File: config.mk
export PLATFORM = sky130hd
export DESIGN_NAME = axi4_lite_sub_regbank_flat
export DESIGN_NICKNAME = d
export VERILOG_FILES = /design/src/rtl/axi4_pkg.sv /design/src/rtl/axi4_if.sv /design/src/rtl/axi4_lite_sub_regbank.sv /design/src/flat_wrapper.sv
export SDC_FILE = /design/constraint.sdc
export NUM_CORES = 1
export LEC_CHECK = 0
export ABC_AREA = 1
export CORE_MARGIN = 4
export CORE_UTILIZATION = 52
export DETAILED_ROUTE_END_ITERATION = 10
export PLACE_DENSITY = 0.89
export SLEW_MARGIN = 5
export SYNTH_ARGS = -nofsm -noshare
export SYNTH_HDL_FRONTEND = slang
export SYNTH_SLANG_ARGS = --single-unit
File: constraint.sdc
create_clock -name clk -period 16.4 [get_ports clk]
set_clock_uncertainty 0.1 [all_clocks]
set_input_delay 3.28 -clock clk [delete_from_list [all_inputs] [get_ports clk]]
set_output_delay 3.28 -clock clk [all_outputs]
set_load 0.05 [all_outputs]
File: src/rtl/axi4_pkg.sv
// Shared AXI4 definitions: the response code enum and byte-lane width.
package axi4_pkg;

  typedef enum logic [1:0] {
    OKAY   = 2'b00,
    EXOKAY = 2'b01,
    SLVERR = 2'b10,
    DECERR = 2'b11
  } axi_resp_e;

  // Width of one byte lane inside a data word.
  localparam int BYTE_WIDTH = 8;

endpackage

File: src/rtl/axi4_if.sv
// AXI4-Lite channel bundle (AW/W/B/AR/R) with manager and subordinate views.
//
// Handshake rule on every channel: a transfer happens on a rising clock edge
// where both valid and ready are 1. The source raises valid independently of
// ready and holds valid and payload stable until that edge; ready may wait
// for valid.
interface axi4_if #(
  parameter int ADDR_WIDTH = 32,
  parameter int DATA_WIDTH = 32
);

  logic                      awvalid;
  logic                      awready;
  logic [ADDR_WIDTH-1:0]     awaddr;
  logic [2:0]                awprot;

  logic                      wvalid;
  logic                      wready;
  logic [DATA_WIDTH-1:0]     wdata;
  logic [DATA_WIDTH/8-1:0]   wstrb;

  logic                      bvalid;
  logic                      bready;
  logic [1:0]                bresp;

  logic                      arvalid;
  logic                      arready;
  logic [ADDR_WIDTH-1:0]     araddr;
  logic [2:0]                arprot;

  logic                      rvalid;
  logic                      rready;
  logic [DATA_WIDTH-1:0]     rdata;
  logic [1:0]                rresp;

  modport manager (
    output awvalid, awaddr, awprot, input awready,
    output wvalid, wdata, wstrb, input wready,
    input bvalid, bresp, output bready,
    output arvalid, araddr, arprot, input arready,
    input rvalid, rdata, rresp, output rready
  );

  modport subordinate (
    input awvalid, awaddr, awprot, output awready,
    input wvalid, wdata, wstrb, output wready,
    output bvalid, bresp, input bready,
    input arvalid, araddr, arprot, output arready,
    output rvalid, rdata, rresp, input rready
  );

endinterface

File: src/rtl/axi4_lite_sub_regbank.sv
// AXI4-Lite CSR bank: NUM_REGS software-visible registers with one outstanding
// write and one outstanding read, handled by independent paths. All handshake
// outputs come straight from flops.
module axi4_lite_sub_regbank
  import axi4_pkg::*;
#(
  parameter int ADDR_WIDTH = 32,
  parameter int DATA_WIDTH = 32,
  parameter int NUM_REGS   = 8
) (
  input  logic                           clk,
  input  logic                           rst,
  axi4_if.subordinate                    s_axi,
  output logic [NUM_REGS*DATA_WIDTH-1:0] regs_o
);

  localparam int BYTES = DATA_WIDTH / BYTE_WIDTH;
  localparam int LSB   = $clog2(BYTES);
  localparam logic [ADDR_WIDTH-1:0] SPAN = ADDR_WIDTH'(NUM_REGS * BYTES);

  logic [NUM_REGS-1:0][DATA_WIDTH-1:0] regs;

  // Write holding buffers (AW and W arrive independently).
  logic                  aw_full;
  logic                  w_full;
  logic [ADDR_WIDTH-1:0] aw_addr_q;
  logic [DATA_WIDTH-1:0] w_data_q;
  logic [BYTES-1:0]      w_strb_q;

  logic                  aw_hs;
  logic                  w_hs;
  logic                  b_hs;
  logic                  aw_have;
  logic                  w_have;
  logic                  aw_full_next;
  logic                  w_full_next;
  logic                  commit;
  logic [ADDR_WIDTH-1:0] wr_addr;
  logic [ADDR_WIDTH-1:0] wr_idx;
  logic [DATA_WIDTH-1:0] wr_data;
  logic [BYTES-1:0]      wr_strb;
  logic                  wr_hit;

  logic                  ar_hs;
  logic                  r_hs;
  logic [ADDR_WIDTH-1:0] rd_idx;
  logic                  rd_hit;
  logic [DATA_WIDTH-1:0] rd_word;

  // Protection bits carry no meaning for this bank.
  logic unused_prot;
  assign unused_prot = ^{s_axi.awprot, s_axi.arprot};

  assign aw_hs = s_axi.awvalid && s_axi.awready;
  assign w_hs  = s_axi.wvalid  && s_axi.wready;
  assign b_hs  = s_axi.bvalid  && s_axi.bready;

  // A buffer counts as full on the edge it is being filled, so a combined
  // AW+W handshake commits immediately (bvalid on the next cycle).
  assign aw_have = aw_full || aw_hs;
  assign w_have  = w_full  || w_hs;
  assign commit  = aw_have && w_have && !s_axi.bvalid;

  assign wr_addr = aw_full ? aw_addr_q : s_axi.awaddr;
  assign wr_data = w_full  ? w_data_q  : s_axi.wdata;
  assign wr_strb = w_full  ? w_strb_q  : s_axi.wstrb;
  assign wr_idx  = wr_addr >> LSB;
  assign wr_hit  = wr_addr < SPAN;

  // Buffers stay occupied through the B phase and drain on the B handshake.
  assign aw_full_next = b_hs ? 1'b0 : aw_have;
  assign w_full_next  = b_hs ? 1'b0 : w_have;

  // Write control: buffer capture, ready generation and B response.
  always_ff @(posedge clk or posedge rst) begin
    if (rst) begin
      aw_full       <= 1'b0;
      w_full        <= 1'b0;
      aw_addr_q     <= '0;
      w_data_q      <= '0;
      w_strb_q      <= '0;
      s_axi.awready <= 1'b0;
      s_axi.wready  <= 1'b0;
      s_axi.bvalid  <= 1'b0;
      s_axi.bresp   <= OKAY;
    end else begin
      aw_full       <= aw_full_next;
      w_full        <= w_full_next;
      s_axi.awready <= !aw_full_next;
      s_axi.wready  <= !w_full_next;
      if (aw_hs) aw_addr_q <= s_axi.awaddr;
      if (w_hs) begin
        w_data_q <= s_axi.wdata;
        w_strb_q <= s_axi.wstrb;
      end
      if (commit) begin
        s_axi.bvalid <= 1'b1;
        s_axi.bresp  <= wr_hit ? OKAY : SLVERR;
      end else if (b_hs) begin
        s_axi.bvalid <= 1'b0;
      end
    end
  end

  // Register storage: byte-masked update of the addressed register at commit.
  always_ff @(posedge clk or posedge rst) begin
    if (rst) begin
      regs <= '0;
    end else if (commit && wr_hit) begin
      for (int i = 0; i < NUM_REGS; i++) begin
        if (wr_idx == ADDR_WIDTH'(i)) begin
          for (int b = 0; b < BYTES; b++) begin
            if (wr_strb[b]) regs[i][b*BYTE_WIDTH +: BYTE_WIDTH] <= wr_data[b*BYTE_WIDTH +: BYTE_WIDTH];
          end
        end
      end
    end
  end

  assign regs_o = regs;

  assign ar_hs  = s_axi.arvalid && s_axi.arready;
  assign r_hs   = s_axi.rvalid  && s_axi.rready;
  assign rd_idx = s_axi.araddr >> LSB;
  assign rd_hit = s_axi.araddr < SPAN;

  // Read mux over the current (pre-commit) register contents.
  always_comb begin
    rd_word = '0;
    for (int i = 0; i < NUM_REGS; i++) begin
      if (rd_idx == ADDR_WIDTH'(i)) rd_word = regs[i];
    end
  end

  // Read control: capture data at AR handshake, hold until R handshake.
  always_ff @(posedge clk or posedge rst) begin
    if (rst) begin
      s_axi.arready <= 1'b0;
      s_axi.rvalid  <= 1'b0;
      s_axi.rdata   <= '0;
      s_axi.rresp   <= OKAY;
    end else begin
      if (ar_hs) begin
        s_axi.rvalid <= 1'b1;
        s_axi.rdata  <= rd_hit ? rd_word : '0;
        s_axi.rresp  <= rd_hit ? OKAY : SLVERR;
      end else if (r_hs) begin
        s_axi.rvalid <= 1'b0;
      end
      s_axi.arready <= !(ar_hs || (s_axi.rvalid && !r_hs));
    end
  end

endmodule
File: src/flat_wrapper.sv
// flat-port wrapper written by rule: the top's interface ports become plain ports
module axi4_lite_sub_regbank_flat import axi4_pkg::*;
#(
  parameter int ADDR_WIDTH = 32,
  parameter int DATA_WIDTH = 32,
  parameter int NUM_REGS   = 8
)
  (clk, rst, regs_o, s_axi_awvalid, s_axi_awaddr, s_axi_awprot, s_axi_awready, s_axi_wvalid, s_axi_wdata, s_axi_wstrb, s_axi_wready, s_axi_bvalid, s_axi_bresp, s_axi_bready, s_axi_arvalid, s_axi_araddr, s_axi_arprot, s_axi_arready, s_axi_rvalid, s_axi_rdata, s_axi_rresp, s_axi_rready);
  axi4_if #(.ADDR_WIDTH(ADDR_WIDTH), .DATA_WIDTH(DATA_WIDTH)) s_axi_i ();
  input  logic clk;
  input  logic rst;
  output logic [NUM_REGS*DATA_WIDTH-1:0] regs_o;
  input wire logic [$bits(s_axi_i.awvalid)-1:0] s_axi_awvalid;
  input wire logic [$bits(s_axi_i.awaddr)-1:0] s_axi_awaddr;
  input wire logic [$bits(s_axi_i.awprot)-1:0] s_axi_awprot;
  output wire logic [$bits(s_axi_i.awready)-1:0] s_axi_awready;
  input wire logic [$bits(s_axi_i.wvalid)-1:0] s_axi_wvalid;
  input wire logic [$bits(s_axi_i.wdata)-1:0] s_axi_wdata;
  input wire logic [$bits(s_axi_i.wstrb)-1:0] s_axi_wstrb;
  output wire logic [$bits(s_axi_i.wready)-1:0] s_axi_wready;
  output wire logic [$bits(s_axi_i.bvalid)-1:0] s_axi_bvalid;
  output wire logic [$bits(s_axi_i.bresp)-1:0] s_axi_bresp;
  input wire logic [$bits(s_axi_i.bready)-1:0] s_axi_bready;
  input wire logic [$bits(s_axi_i.arvalid)-1:0] s_axi_arvalid;
  input wire logic [$bits(s_axi_i.araddr)-1:0] s_axi_araddr;
  input wire logic [$bits(s_axi_i.arprot)-1:0] s_axi_arprot;
  output wire logic [$bits(s_axi_i.arready)-1:0] s_axi_arready;
  output wire logic [$bits(s_axi_i.rvalid)-1:0] s_axi_rvalid;
  output wire logic [$bits(s_axi_i.rdata)-1:0] s_axi_rdata;
  output wire logic [$bits(s_axi_i.rresp)-1:0] s_axi_rresp;
  input wire logic [$bits(s_axi_i.rready)-1:0] s_axi_rready;
  assign s_axi_i.awvalid = s_axi_awvalid;
  assign s_axi_i.awaddr = s_axi_awaddr;
  assign s_axi_i.awprot = s_axi_awprot;
  assign s_axi_awready = s_axi_i.awready;
  assign s_axi_i.wvalid = s_axi_wvalid;
  assign s_axi_i.wdata = s_axi_wdata;
  assign s_axi_i.wstrb = s_axi_wstrb;
  assign s_axi_wready = s_axi_i.wready;
  assign s_axi_bvalid = s_axi_i.bvalid;
  assign s_axi_bresp = s_axi_i.bresp;
  assign s_axi_i.bready = s_axi_bready;
  assign s_axi_i.arvalid = s_axi_arvalid;
  assign s_axi_i.araddr = s_axi_araddr;
  assign s_axi_i.arprot = s_axi_arprot;
  assign s_axi_arready = s_axi_i.arready;
  assign s_axi_rvalid = s_axi_i.rvalid;
  assign s_axi_rdata = s_axi_i.rdata;
  assign s_axi_rresp = s_axi_i.rresp;
  assign s_axi_i.rready = s_axi_rready;
  axi4_lite_sub_regbank #(.ADDR_WIDTH(ADDR_WIDTH), .DATA_WIDTH(DATA_WIDTH), .NUM_REGS(NUM_REGS)) u_core (.clk(clk), .rst(rst), .s_axi(s_axi_i), .regs_o(regs_o));
endmodule
---- Word level (Yosys, flattened, before mapping) ----
Cells that the tools add are included.
word-level totals
  logic and storage cells ................. 134
  output and inout port bits .............. 297
  register bits after elaboration ......... 367
  bits of input ports ..................... 113
cells by class
  magnitude comparators ................... 2
  equal/unequal tests ..................... 14
  muxes and demuxes ....................... 20
  reductions and logical operators ........ 53
operator list
  cell                                                         count
  2-to-1 mux 32 bit                                            11
  equality test 30 x 3 -> 1 bit, second input constant         8
  equality test 30 x 2 -> 1 bit, second input constant         4
  AND reduction 3 bit                                          32
  logical NOT 32 bit                                           2
  less-than comparator 32 x 6 -> 1 bit, second input constant  2
  equality test 30 x 1 -> 1 bit, second input constant         2
  logical AND 1 bit                                            9
  2-to-1 mux 1 bit                                             6
  logical NOT 1 bit                                            5
  2-to-1 mux 2 bit                                             2
  2-to-1 mux 4 bit                                             1
  nonzero test 2 bit                                           2
  logical OR 1 bit                                             3

---- Logic depth before layout (Yosys ltp) ----
  depth after elaboration ................. 10
  depth in mapped cells ................... 16
  depth with buffers taken out ............ 15

---- Worst setup path after synthesis ----
No wires, ideal clock.
  path kind ............................... input port to flip-flop
  start point ............................. in s_axi_araddr[18]
  end point ............................... reg u_core.s_axi.rdata[0]
  path buffers ............................ 2
  stages on the path ...................... 13
  setup time .............................. 0.066 ns
  required time ........................... 16.234 ns
  path slack .............................. 11.359 ns
  arrival time ............................ 4.875 ns
  cells stage by stage .................... nor2_1 > nand2_1 > nor2_1 > nand2_1 > nor2_1 > clkbuf_1 > clkbuf_1 > nand4_1 > nand4_1 > nand2_1 > nand2_1 > nand2_1 > nand2_1
between the ends
  cells in the longest elaborated chain, start to end .. 10
  elaborated cells between the ends (all ways) .. 18
  classes of those cells .................. order compare (1); eq/ne (7); mux (9); reduce/logical (1)
RTL lines
  what                             line                          RTL
  start, declared                  flat_wrapper.sv:25            input wire logic [$bits(s_axi_i.araddr)-1:0] s_axi_araddr;
  logical NOT 32 bit               axi4_lite_sub_regbank.sv:131  if (rd_idx == ADDR_WIDTH'(i)) rd_word = regs[i];
  2-to-1 mux 32 bit (8 in series)  axi4_lite_sub_regbank.sv:131
  2-to-1 mux 32 bit (*)            axi4_lite_sub_regbank.sv:145  s_axi.rdata <= rd_hit ? rd_word : '0;
  end signal, assigned             axi4_lite_sub_regbank.sv:145
  end, declared                    axi4_if.sv:49                 output rvalid, rdata, rresp, input rready
Mark *: on every way between the ends. The rest lies on a longest branch, timed or not.
A chain may end at the register's enable or synchronous reset.

---- Worst setup path in the final report ----
  start point ............................. in s_axi_wvalid
  end point ............................... reg u_core.regs (netlist bit u_core.regs_o[241])
between the ends
  cells in the longest elaborated chain, start to end .. 6
RTL lines
  what                                  line                          RTL
  start, declared                       flat_wrapper.sv:17            input wire logic [$bits(s_axi_i.wvalid)-1:0] s_axi_wvalid;
  logical AND 1 bit                     axi4_lite_sub_regbank.sv:55   assign w_hs = s_axi.wvalid && s_axi.wready;
  logical OR 1 bit                      axi4_lite_sub_regbank.sv:61   assign w_have = w_full || w_hs;
  logical AND 1 bit (2 in series)       axi4_lite_sub_regbank.sv:62   assign commit = aw_have && w_have && !s_axi.bvalid;
  logical AND 1 bit                     axi4_lite_sub_regbank.sv:109  end else if (commit && wr_hit) begin
  AND reduction 3 bit (no source line)  --
  end signal, assigned by index         axi4_lite_sub_regbank.sv:113  if (wr_strb[b]) regs[i][b*BYTE_WIDTH +: BYTE_WIDTH] <= wr_data[b*BYTE_WIDTH +: BYTE_WIDTH];
  end, declared                         axi4_lite_sub_regbank.sv:21   logic [NUM_REGS-1:0][DATA_WIDTH-1:0] regs;
Every way passes these cells.

==> key figures <==
Run status
  • Status: finished, final reports clean

Setup path
  • CP Data Required Time: ~17000 ps
  • FF-to-FF End: u_core.regs_o[241]
  • Crit path depth: 12
  • Max incr delay on CP: 750 ps
  • Startpoint class of the critical path: primary input
  • Crit path arrival time: 7310 ps
  • RR Startpoint: u_core.aw_full
  • CP Buf/Inv Count: 5
  • Reg2Reg Depth: 12
  • Crit end category: flop
  • Setup Crit Path Kind: primary input to flop
  • R2R Setup Slk: 11990 ps
  • CP cell instances: clkdlybuf4s50_1 -> nand2_1 -> inv_1 -> buf_4 -> nor2_1 -> nor2_1 -> nand4_1 -> nor2_4 -> buf_4 -> nand3_1 -> o21ai_0 -> inv_1
  • Worst path slowest cell: buf_4
  • Worst path top cell family by delay: buffers and inverters
  • Critical path peak fanout: 76

Global route
  • Number of global-route vias before repair: about 18000
  • Largest net degree at the start of global routing: roughly 180
  • Tot GR Track Use: around a third
  • GRT overflow: 0
  • First-pass GRT wire length: between 90000 and 100000 um
  • Initial antenna violation count: 0

Clock network
  • Clk Latency, worst-skew pair: 530 ps
  • Clock transition at the registers of the reported paths: around 60 ps
  • CTS tree: built
  • Resized cells post-CTS: 0
  • Clock sinks: ~360
  • Post-CTS Setup Bufs: 0
  • Htree depth: 2
  • Max Root-Sink Buffers: 3
  • CTS Root Cell: clkbuf_16
  • CTS Hold Buffers Added: 0
  • Total CTS buffers: 40

Min path
  • Hold path depth: 2
  • Hold EP: u_core.s_axi.rdata[3]
  • Hold wc startpoint: u_core.s_axi.rdata[3]
  • Hold crit path type: flop to flop

Detailed routing
  • Wire per inst: 19.3 um
  • Remaining DRCs: 0
  • Antenna Violating Nets Remaining: 0
  • Initial DRC Count: 2287
  • Vias per cell: between 5 and 6
  • Iteration count of the initial detailed-routing pass: 6
  • Via count: 19000
  • Total routed wirelength: about 65000 um

Yosys
  • Gate Count Post-Synth: between 2000 and 3000
  • Synth warn: 0
  • Asr flop ratio synth: 100%
  • EDFF count, synth: 0
  • Share of the yosys chip area belonging to registers: 47.6%
  • Synth cell types: slightly above 40
  • Post-synthesis average cell area: 7.48 um^2
  • Most used DFF post-synth: dfrtp_1
  • Synth Register Bits: 363
  • Mapped Area: between 15000 and 20000 um^2

Power
  • LEAKAGE: around 0.012 uW
  • Worst VDD drop: approximately 130 uV
  • Pwr dens: between 100 and 150 nW/um^2
  • Total power: 2600 uW

Floorplanning
  • # IOs: 410
  • Core Region: ~36000 um^2
  • Initial core utilization: 53.2%
  • Die footprint: 39800 um^2
  • FP Rows: 69
  • Die Wd: roughly 200 um
  • Vert. Die Dim: roughly 200 um

Run
  • MaxCap Viol Count: 0

Placement
  • DP Wirelength: between 40000 and 50000 um
  • Post-DP Area: about 23000 um^2
  • Gpl congestion: 0.909
  • Port buffer count: between 300 and 400

Final layout
  • Area growth from synthesis to layout: 28.1%
  • ANT cells: 0
  • Share of cells above drive strength 1: ~5.2%
  • Commonest non-fill, non-tap cell in the layout: nand2_1
  • Most frequent cells in the layout: 857 x nand2_1, 458 x inv_1, 397 x clkdlybuf4s50_1
  • Fin area: ~24000 um^2
  • Fin nets: 3001
  • Final Util: between 60% and 70%
  • # fillers: between 2000 and 3000

STA
  • Final max-slew violation count: 0
  • Min Hold Slack: 375 ps
  • Fin crit share: 42.7%
  • Max_slew headroom: between 20% and 30%
  • Fin Setup TNS: 0 ps
  • Final Hold Fails: 0
  • Max Clk Rate: between 100 and 150 MHz
  • Count of final setup violators: 0
  • Min Tclk post-route: about 7000 ps
  • RSZ-0062 raised after global routing: no
  • Worst Tran Pin Value: 1090 ps
[stage by stage]
stage	worst slack [ps]	instances
CTS	9570	3376
detailed placement	9040	3307
finish	9390	3376
global route	9170	3376
floorplan	2940	2555
global placement	9200	3307
[routing by layer]
| layer | vias to the layer above | global-route usage [%] | share of wire [%] |
|---|---|---|---|
| li1 | 8713 | - | - |
| met1 | 8994 | 44.1 | 40 |
| met2 | 1108 | 47.7 | 45 |
| met3 | 159 | 7.30 | 11 |
| met4 | 0 | 12.7 | 4.3 |
| met5 | - | 0 | 0 |
[cells in the mapped netlist, types with 2 or more instances]
library cell,instances,area (um^2)
a21oi_1,5,25.0
buf_1,9,33.8
buf_2,28,140
buf_4,7,52.6
buf_6,13,146
buf_8,3,45.0
clkbuf_1,67,251
clkbuf_8,7,96.3
dfrtp_1,363,9080
inv_1,459,1720
inv_2,3,11.3
mux2_2,13,146
nand2_1,857,3220
nand2_2,2,12.5
nand3_1,103,515
nand3_2,4,40.0
nand3_4,13,228
nand4_1,256,1600
nor2_1,107,402
nor2_2,6,37.5
nor2_4,3,33.8
nor3_1,12,60.1
nor3_4,2,32.5
o21ai_0,170,851
o21ai_1,19,95.1
o21ai_2,2,17.5
o21ai_4,2,32.5
o31ai_1,6,45.0
[where the power goes]
group | leakage, uW | switching, uW | internal [uW] | total [uW]
combinational | 0.00723 | 535 | 141 | 676
clock | 0.000632 | 365 | 532 | 897
sequential | 0.00442 | 44.5 | 982 | 1030
[worst max-delay path by stage]
stage / startpoint / end / slack [ps]
floorplan: rst / u_core.aw_addr_q[10] / 2940
global placement: s_axi_wvalid / u_core.regs_o[248] / 9200
detailed placement: s_axi_wvalid / u_core.regs_o[241] / 9040
CTS: s_axi_wvalid / u_core.regs_o[241] / 9570
global route: s_axi_wvalid / u_core.regs_o[241] / 9170
finish: s_axi_wvalid / u_core.regs_o[241] / 9390
[area by class of cell]
cell class              count  area [um^2]  area share, %
flip-flops and latches    363         9080           37.1
multi-input cells        1594         7570           31.0
repair buffers            425         4200           17.2
inverters                 464         1750           7.16
clock buffers              59         1150           4.72
well taps                 461          577           2.36
clock inverters            10          125          0.512
[flip-flops by register name, summed over array words and instances, names as in the netlist]
name	cells
u_core.regs_o	256
u_core.w_strb_q	4
u_core.s_axi.rvalid	1
u_core.s_axi.arready	1
u_core.s_axi.bvalid	1
u_core.s_axi.awready	1
u_core.w_full	1
u_core.s_axi.rdata	32
u_core.s_axi.rresp	1
u_core.aw_full	1
u_core.s_axi.bresp	1
u_core.aw_addr_q	30
u_core.w_data_q	32
u_core.s_axi.wready	1
[logic make-up (layout without fill, tap and decap cells)]
kind of cell           after synthesis  in the layout  share of synthesized area [%]
and+or+nand+nor                   1372           1372                           32.8
buffers and inverters              598            958                           13.1
DFF                                363            363                           47.6
AOI/OAI and AO/OA                  207            207                           5.72
muxes                               13             13                          0.767
other                                1              2                         0.0196
[worst reg2reg max path, cell delays in order, from the launching register on]
cell and delay, ps:
dfrtp_1 740, inv_2 310, nor2_1 170, nand2_1 60
o31ai_1 70, nand2_1 290, inv_2 180, nand3_1 130
nor2_4 130, buf_4 750, nand3_1 820, o21ai_0 450
inv_1 70
Note: power is estimated with default switching activity, not from simulation.
